`src/rtl/prng_lfsr_stream.sv`:
```
// Fibonacci-LFSR pseudo-random word generator with a valid/ready output stream,
// zero-seed substitution, lock-up recovery, post-seed warm-up and a draw counter.
module prng_lfsr_stream #(
  parameter int unsigned      WIDTH        = 128,
  parameter int unsigned      WARMUP       = 0,
  parameter logic [WIDTH-1:0] DEFAULT_SEED = {{(WIDTH-1){1'b0}}, 1'b1}
) (
  input  logic             clk,
  input  logic             rst,
  input  logic             seed_valid,
  input  logic [WIDTH-1:0] seed,
  input  logic [WIDTH-1:0] poly,
  output logic             rand_valid,
  input  logic             rand_ready,
  output logic [WIDTH-1:0] rand_num,
  output logic             zero_seed_err,
  output logic             lockup,
  output logic [31:0]      draw_cnt
);

  typedef enum logic [1:0] {
    S_UNSEEDED = 2'd0,
    S_WARM     = 2'd1,
    S_RUN      = 2'd2
  } fsm_e;

  fsm_e             fsm_q, fsm_d;
  logic [WIDTH-1:0] state_q, state_d;
  logic [15:0]      warm_q, warm_d;
  logic [31:0]      draw_q, draw_d;
  logic             zerr_q, zerr_d;
  logic             lock_q, lock_d;
  logic             valid_q, valid_d;

  logic [WIDTH-1:0] step_val;
  logic [WIDTH-1:0] step_safe;
  logic             step_zero;

  // An all-zero successor would freeze the LFSR, so it is replaced by the default seed.
  assign step_val  = {state_q[WIDTH-2:0], ^(poly & state_q)};
  assign step_zero = (step_val == '0);
  assign step_safe = step_zero ? DEFAULT_SEED : step_val;

  always_comb begin
    fsm_d   = fsm_q;
    state_d = state_q;
    warm_d  = warm_q;
    draw_d  = draw_q;
    zerr_d  = zerr_q;
    lock_d  = 1'b0;

    if (seed_valid) begin
      state_d = (seed == '0) ? DEFAULT_SEED : seed;
      zerr_d  = (seed == '0);
      draw_d  = '0;
      warm_d  = 16'(WARMUP);
      fsm_d   = (WARMUP > 0) ? S_WARM : S_RUN;
    end else begin
      case (fsm_q)
        S_WARM: begin
          state_d = step_safe;
          lock_d  = step_zero;
          warm_d  = warm_q - 16'd1;
          if (warm_q == 16'd1) fsm_d = S_RUN;
        end
        S_RUN: begin
          if (rand_ready) begin
            state_d = step_safe;
            lock_d  = step_zero;
            draw_d  = draw_q + 32'd1;
          end
        end
        default: ;
      endcase
    end

    valid_d = (fsm_d == S_RUN);
  end

  always_ff @(posedge clk) begin
    if (rst) begin
      fsm_q   <= S_UNSEEDED;
      state_q <= '0;
      warm_q  <= '0;
      draw_q  <= '0;
      zerr_q  <= 1'b0;
      lock_q  <= 1'b0;
      valid_q <= 1'b0;
    end else begin
      fsm_q   <= fsm_d;
      state_q <= state_d;
      warm_q  <= warm_d;
      draw_q  <= draw_d;
      zerr_q  <= zerr_d;
      lock_q  <= lock_d;
      valid_q <= valid_d;
    end
  end

  assign rand_valid    = valid_q;
  assign rand_num      = state_q;
  assign zero_seed_err = zerr_q;
  assign lockup        = lock_q;
  assign draw_cnt      = draw_q;

endmodule

```
`config.mk`:
```
export PLATFORM = sky130hd
export DESIGN_NAME = prng_lfsr_stream
export DESIGN_NICKNAME = d
export VERILOG_FILES = /design/src/rtl/prng_lfsr_stream.sv
export SDC_FILE = /design/constraint.sdc
export NUM_CORES = 1
export LEC_CHECK = 0
export BUFFER_PORTS_ARGS = -buffer_cell sky130_fd_sc_hd__clkbuf_2
export CORE_MARGIN = 4
export CORE_UTILIZATION = 40
export DETAILED_ROUTE_END_ITERATION = 12
export PLACE_DENSITY = 0.71
export SYNTH_ARGS = -nofsm -noshare
export SYNTH_HDL_FRONTEND = slang
export SYNTH_SLANG_ARGS = --single-unit
export TNS_END_PERCENT = 10
```
`constraint.sdc`:
```
create_clock -name clk -period 2.1 [get_ports clk]
set_input_delay 0.42 -clock clk [delete_from_list [all_inputs] [get_ports clk]]
set_output_delay 0.42 -clock clk [all_outputs]
set_load 0.02 [all_outputs]
```
# == After elaboration in Yosys (flattened, before gate mapping) ==
# Index checks and enable logic that the tools add are counted.
# word_totals
regBits,181
latchBits,0
ramBits,0
rom_bits,0
inputBits,260
out_inout_bits,163
elab_cells,32
memories,0
# op_classes
add_sub_neg,2
multipliers,0
div,0
magnitude_cmp,0
eq_ne,5
shifts,0
muxes,10
bitwise_logic,1
reduce_logical,7
# op_table
operator,n
128-bit two-way mux,4
128-bit zero test,2
128-bit case mux with 2 select lines,1
128-bit bitwise AND,1
128-bit parity,1
"32-bit by 1-bit adder with 32-bit output, second input constant",1
"16-bit by 1-bit == test with 1-bit output, second input constant",1
"16-bit by 1-bit subtractor with 16-bit output, second input constant",1
2-bit two-way mux,3
"2-bit == test, second input constant",2
2-bit AND reduction,2
"3-bit != test, second input constant",1
3-bit nonzero test,1
"2-bit by 1-bit == test with 1-bit output, second input constant",1
1-bit case mux with 2 select lines,1
2-bit OR reduction,1
1-bit two-way mux,1

# == Logic depth before layout (Yosys ltp) ==
# Gate-level depths: netlist (run 1).
# depth
depth_word,7
ltp_mapped,12
depth_no_buf,11

# == Worst setup path before layout (run 1) ==
# No wires, ideal clock.
# synth_timing
kind,flip-flop to flip-flop
startpoint,register draw_q[0] (netlist: draw_cnt[0])
endpoint,register draw_q[30] (netlist: draw_cnt[30])
setup_time_ps,70
arrival_time_ps,2036
t_required_ps,2030
slack_ps,-7
path_stages_with_launch,9
n_path_buf,0
period_less_slack_ps,2107
path_cell_list,dfxtp_1 ha_1 nand3_4 nor2_4 and4_4 nand2_4 or2_4 or3_1 a21oi_1
# synth_between
elab_chain_len,1
# synth_rtl
element,line,rtl
"start, declared",30,"logic [31:0] draw_q, draw_d;"
"start signal, assigned",93,draw_q <= draw_d;
32-bit by 1-bit adder with 32-bit output,70,draw_d = draw_q + 32'd1;
# Every way passes these cells.
# A chain may end at the register's enable or synchronous reset.

# == Worst setup path in the final report (run 1) ==
# layout_timing
startpoint,register state_q[80] (netlist: rand_num[80])
endpoint,register state_q[0] (netlist: rand_num[0])
# layout_between
elab_chain_len,7
# layout_rtl
element,line,rtl
"start, declared",28,"logic [WIDTH-1:0] state_q, state_d;"
"start signal, assigned",91,state_q <= state_d;
128-bit bitwise AND,40,"assign step_val = {state_q[WIDTH-2:0], ^(poly & state_q)};"
128-bit parity,40,
128-bit zero test,41,assign step_zero = (step_val == '0);
128-bit two-way mux *,42,assign step_safe = step_zero ? DEFAULT_SEED : step_val;
128-bit two-way mux,67,if (rand_ready) begin
128-bit case mux with 2 select lines *,59,case (fsm_q)
128-bit two-way mux *,52,if (seed_valid) begin
# Mark *: on every way between the ends. The rest lies on a longest branch, timed or not. The select of a mux whose other input is x is not followed.

==> results.md, run 1 <==
- Status: complete, but fails checks
- Failing checks: setup timing
- Most used DFF post-synth: dfxtp_1
- Final nets: 1,989
- Drt total wl: roughly 47,000 um
- Crit end category: register
- Peak VDD IR: slightly below 400 uV
- Area share of the largest cell type after synthesis: between 30% and 40%
- Latest clock arrival within the worst-skew pair: between 0.4 and 0.5 ns
- Vias per inst: 5.566
- Total Negative Setup Slacks: -0.06903 ns
- Reg2Reg Capture Point: rand_num[0]
- Die footprint: 27,540 um2
- XOR/XNOR Fraction of Synth Area: 14.57%
- First-pass detailed-route iteration total: 5
- Count leader, synth: dfxtp_1
- Post-synth EDFFs: 0
- Post-Synth Simple-Gate Area: 21.99%
- Core area: about 24,000 um2
- Fin area: approximately 15,000 um2
- Synthesized area: approximately 10000 um2
- Sequential share of the synthesized area: between 30% and 40%
- Die span in y: 165.9 um
- Largest family of logic cells by synthesized area: simple AND/OR/NAND/NOR gates
- DR iter-0 viols: about 1,100
- Endpoints failing setup: 2
- Layout cells sized above 1: 48.68%
- Startpoint Class: register
- Leading area contributor after synthesis: dfxtp_1
- Hold Buf Count CTS: 0
- Fin worst setup slack: -0.04858 ns
- Unique masters post-synth: a little over 40
- Layout area overhead: 52.56%
- Drt wl/cell: 22.67 um
- Crit path DAT: 2.46 ns
- TritonCTS Buffers: 17
- Mux share of post-synthesis cell area: about an eighth
- Unrepaired setup endpoints after global routing: yes
- Hold Vio Cnt, Final: 0
- Worst-path fanout max: 4
- # rows: 57
- Syn Nets: about 1,400
- Fill cells: about 2,100
- Max Root-Sink Buffers: 2
- FF+latch count, synth: 181
- Largest net degree at the start of global routing: around 130
- GR Util met2: 51.63%
- Die X: between 150 and 200 um
- Pleak: between 7 and 8 nW
- Reg2Reg Setup Slack: -0.05 ns
- Pre-CTS WS: -0.4495 ns
- First-pass GRT wire length: 66,510 um
- Max Slew Vio Count: 0
- Required time worst endpoint: 2.41 ns
- Met3 Usage GRT: around 7.1%
- Vias: 11,520
- DP Area: around 14,000 um2
- Tot GR Track Use: 31.32%
- Pwr Total: around 11 mW
- Max Fclk: roughly 470 MHz
- Critical path launch point: rand_num[80]
- Initial antenna violation count: 11
- Clk root buf: clkbuf_16
- Warnings, synthesis: 0
- Crit Reg-Reg Startpoint: rand_num[80]
- Worst path cell trace: nand2_1, xnor2_2, xnor2_2, xnor2_2, xnor2_1, xnor2_1, xnor2_1, xnor2_1, a31oi_1
- Htree depth: 4
- Kind of critical path: register to register
- Ys async rst share: 0%
- Pwr Density: roughly 710 nW/um2
- Slew margin rel.: 52.61%
- R2R cell count: 9
- Post-DRT Antenna Nets: 0
- Worst-margin pin slew: ~0.70 ns
- Post-synth top cells: 181 x dfxtp_1, 179 x nor2_1, 144 x nand2_1
- Syn Inst Count: around 1,200
- Avg Cell Area, Syn: 8.536 um2
- M1 GR Usage: between 30% and 40%
- Synth Area in Compound Gates: between 10% and 20%
- Max-cap violations: 0
- IO Pins: approximately 420
- Routability congestion estimate: between 1 and 1.5
- Post-synthesis adder-cell area fraction: less than 1%
- Crit path time final: ~2.1 ns
- GRT Residual Overflow: 0
- I/O Buffers: 422
- CP endpoint: rand_num[0]
- Sink Count: 181
- HPWL Detailed: around 37,000 um
- Initial core utilization: about two fifths
- Critical-path top delay cell: dfxtp_1
- Synth top area cells: dfxtp_1 36%, mux2i_1 13%, xnor2_1 9.9%, a211oi_1 9.6%, nor2_1 6.7%
- CTS tree: done
- Cell mode on critical path: xnor2_1
- Vias in the first global route: 11,000
- Worst setup skew after layout: 0.02046 ns
- Clock-pin slew on the worst setup and hold paths: around 0.080 ns
- Hold Path Class: input port to register
- Fin crit share: 102.3%
- Worst path max stage delay: 0.43 ns
- Busiest grt layer: met2
- DRC errors left: 0
worst min path at each step:
stage | startpoint | endpoint | depth (start not counted)
2_1_floorplan | warm_q[5] | warm_q[5] | 2
3_3_place_gp | warm_q[5] | warm_q[5] | 2
3_5_place_dp | warm_q[5] | warm_q[5] | 2
4_1_cts | seed[61] | rand_num[61] | 3
5_1_grt | seed[35] | rand_num[35] | 3
6_report | seed[44] | rand_num[44] | 3
through the flow:
| stage | cells | util [%] | hold WS [ns] |
|---|---|---|---|
| 2_1_floorplan | 1169 | - | 0.4365 |
| 3_3_place_gp | 2017 | 55.62 | 0.4511 |
| 3_5_place_dp | 2017 | 55.62 | 0.4549 |
| 4_1_cts | 2054 | 59.12 | 0.3041 |
| 5_1_grt | 2069 | 62.23 | 0.3101 |
| 6_report | 2069 | 62.23 | 0.3082 |
timing repair:
| item | in CTS | in global routing |
|---|---|---|
| pin swaps | 16 | 65 |
| cloned | 1 | 5 |
| buffers inserted | 5 | 8 |
| resized for setup | 72 | 163 |
| endpoints found under the setup margin | 88 | 96 |
report_power, final:
part | switching (mW) | total (mW) | internal, mW
clock | 1.49 | 3.14 | 1.65
sequential | 0.318 | 4.00 | 3.69
combinational | 1.95 | 3.66 | 1.71
layout by cell type, fill, tap and decap left out, types with 13 or more instances in the layout:
master	n
buf_4	163
a211oi_1	124
xor2_2	13
nor4_1	59
mux2i_1	128
nand4_1	18
clkbuf_16	20
dfxtp_2	69
dfxtp_4	19
xor2_1	40
xnor2_2	35
clkbuf_2	420
nor2_1	177
nand2_2	21
xnor2_1	73
dfxtp_1	93
nand2_1	115
worst max-delay path: cells and delay by family, from the launching register on:
family           cells  cell delay, ns
AO/OA/AOI/OAI        1            0.12
XOR/XNOR             7            1.32
flip-flops           1            0.43
AND/OR/NAND/NOR      1            0.16
metal layers:
metal	part of all wire (%)	vias up
met5	0.058	-
met4	5.3	4
met3	8.3	132
met2	48	638
met1	38	5486
li1	-	5256
area by class of cell:
cell class              instances  area [um2]  share of cell area (%)
inverters                       8       30.03                  0.1973
repair buffers                599        3625                   23.81
well taps                     324       405.4                   2.663
clock inverters                12       117.6                  0.7726
diodes                          9       22.52                  0.1479
clock buffers                  19       432.9                   2.844
flip-flops and latches        181        3781                   24.84
multi-input cells             917        6809                   44.73
sequential cells by signal (all words and copies together) (netlist names):
name and flops:
zero_seed_err 1, warm_q 16, draw_cnt 32, rand_valid 1, fsm_q 2, lockup 1, rand_num 128
cells by family after synthesis:
| kind of cell | count (synthesis) |
|---|---|
| XOR/XNOR | 166 |
| AND/OR/NAND/NOR | 468 |
| AO/OA/AOI/OAI | 147 |
| adder cells (fa/ha/maj) | 5 |
| multiplexers | 128 |
| flip-flops | 181 |
| buffers and inverters | 74 |
Power figures use the tool's default switching activity.
==> run 2, diff against run 1 <==
PLACE_DENSITY = 0.69   (was 0.71)
clock period = 2.3 ns   (was 2.1 ns; I/O delays follow)
==> run 2 against run 1 <==
  * The run now ends clean
  * Clock skew fell by 0.0059 ns
  * Sequential share of layout area rose by 1.8 points
  * Clock-buffer cell count fell by 1
  * Power fell by 12%
  * Non-clock buffer count shrank 98
  * Via count down 6.1%
  * Worst hold slack better by 0.052 ns
  * Final cell count shrank 5.0%
  * Maximum frequency shrank 4.1%
  * Routed wire length fell by 5.6%
  * Die area is the same
  * Critical path type unchanged
==> results.md, run 2 (same netlist as run 1, synthesis figures left out) <==
- Slew margin rel.: 51.86% (-0.74 points)
- Crit path time final: 2.241 ns (+0.09290 ns)
- Vias per inst: 5.498 (-1.2%)
- Die span in y: 165.9 um (unchanged)
- # rows: 57 (unchanged)
- Max-cap violations: 0 (unchanged)
- Postcts setup bufs: 0 (-5)
- Most frequent cells in the layout: 420 x clkbuf_2, 179 x nor2_1, 176 x dfxtp_1
- Largest net degree at the start of global routing: 133 (unchanged)
- Max Slew Vio Count: 0 (unchanged)
- Util after Layout: 55.60% (-6.6 points)
- Tot GR Track Use: 30.46% (-0.85 points)
- Initial core utilization: 40.79% (unchanged)
- Sink Count: 181 (unchanged)
- I/O Buffers: 422 (unchanged)
- Die X: 165.9 um (unchanged)
- Min Hold Slack: 0.3600 ns (+0.05185 ns)
- Pwr Density: 695.1 nW/um2 (-2.1%)
- DRC errors left: 0 (unchanged)
- Worst-margin pin slew: 0.7155 ns (+0.01104 ns)
- Vias in the first global route: 10,590 (-3.7%)
- Commonest non-fill, non-tap cell in the layout: clkbuf_2
- Clk root buf: clkbuf_16
- Max Fclk: 446.1 MHz (-4.1%)
- Htree depth: 4 (unchanged)
- Endpoints failing setup: 0 (-2)
- Fin area: 13,600 um2 (-11%)
- Max Root-Sink Buffers: 2 (unchanged)
- IO Pins: 423 (unchanged)
- Layout cells sized above 1: 34.64% (-14 points)
- GRT Residual Overflow: 0 (unchanged)
- CTS tree: done
- First-pass detailed-route iteration total: 5 (unchanged)
- First-pass GRT wire length: 65,070 um (-2.2%)
- Placed Cells: 1,928 (-4.4%)
- Required time worst endpoint: 2.62 ns (+0.21 ns)
- Max reg flops: 128 (unchanged)
- Hold Vio Cnt, Final: 0 (unchanged)
- Core area: 24,460 um2 (unchanged)
- Peak VDD IR: 565.5 uV (+44%)
- Final Non-Filler Cells: 1,966 (-5.0%)
- Drt wl/cell: 22.52 um (-0.66%)
- Hold Buf Count CTS: 0 (unchanged)
- Initial antenna violation count: 6 (-5)
- Worst-path fanout max: 5 (+1)
- Latest clock arrival within the worst-skew pair: 0.44 ns (about the same)
- Status: finished clean
- Clock-pin slew on the worst setup and hold paths: 0.08 ns (about the same)
- DP Area: 12,940 um2 (-4.9%)
- Vias: 10,810 (-6.1%)
- HPWL Detailed: 35,720 um (-2.8%)
- Die footprint: 27,540 um2 (unchanged)
- Total Negative Setup Slacks: 0 ns (+0.06903 ns)
- TritonCTS Buffers: 17 (unchanged)
- Fin crit share: 97.46% (-4.9 points)
- Unrepaired setup endpoints after global routing: yes
- Drt total wl: 44,280 um (-5.6%)
- Worst setup skew after layout: 0.01457 ns (-0.005893 ns)
- Kind of critical path: register to register
- Crit path DAT: 2.56 ns (+0.10 ns)
- Layout area overhead: 36.31%
- Final nets: 1,889 (-5.0%)
- Fill cells: 2,320 (+9.0%)
- DR iter-0 viols: 916 (-13%)
- Hold Path Class: input port to register
- Crit end category: register
- Startpoint Class: register
- Post-DRT Antenna Nets: 0 (unchanged)
- Routability congestion estimate: 0.9879 (-1.9%)
- Pleak: 6.127 nW (-13%)
-- run 2: changes by cell type in the layout (fill, tap and decap cells not counted), moves of 13 or more --
cell,change
buf_4,-91
xnor2_1,+36
dfxtp_1,+83
xor2_1,+13
nand2_2,-21
nand2_1,+29
dfxtp_2,-64
xnor2_2,-31
dfxtp_4,-19
xor2_2,-13
-- run 2: worst max-delay path, stage by stage, from the launching register on --
cell     delay [ns]
dfxtp_1        0.50
nand2_1        0.12
xnor2_1        0.32
xnor2_1        0.18
xnor2_1        0.16
xnor2_1        0.16
xnor2_1        0.11
xnor2_1        0.29
xnor2_1        0.18
a31oi_1        0.10
-- run 2: through the flow --
step | power (mW) | setup WS [ns]
floorplan | 5.345 | 0.1934
global placement | 6.524 | -0.3082
detailed placement | 6.539 | -0.2837
CTS | 9.444 | 0.01342
global route | 9.813 | -0.02137
finish | 9.455 | 0.05852
-- run 2: cell type report --
| type | count | area, um2 | share of cell area (%) |
|---|---|---|---|
| well taps | 324 | 405.4 | 2.980 |
| clock inverters | 14 | 140.1 | 1.030 |
| inverters | 8 | 30.03 | 0.2208 |
| multi-input cells | 915 | 6141 | 45.15 |
| diodes | 5 | 12.51 | 0.09199 |
| clock buffers | 18 | 429.2 | 3.155 |
| repair buffers | 501 | 2814 | 20.69 |
| flip-flops and latches | 181 | 3630 | 26.69 |
-- run 2: repair_timing --
item                                    4_1_cts  5_1_grt
pin swaps                                     0        3
endpoints found under the setup margin        1       24
cloned                                        0        1
hold endpoints to repair                      0        0
gates resized for setup                       5       10
-- run 2: path summary, 6_finish.rpt --
check / start / endpoint / slack, ns / cells after the start
worst min-delay path: seed[45] / rand_num[45] / 0.36 / 3
worst max register to register: rand_num[48] / rand_num[0] / 0.06 / 9
worst min register to register: warm_q[5] / warm_q[5] / 0.46 / 2
worst max-delay path: rand_num[48] / rand_num[0] / 0.06 / 9
-- run 2: layer usage --
layer	up-vias	wire length [um]	share of wire [%]	global-route usage, %
met5	-	12	0.027	0
met4	2	2032	4.6	12.98
met3	106	3239	7.3	5.784
met2	527	21310	48	51.19
met1	5117	17680	40	38.33
li1	5058	-	-	-
-- run 2: where the power goes --
group,internal (mW),switching [mW]
clock network,1.53,1.40
registers,3.34,0.324
logic,1.28,1.58
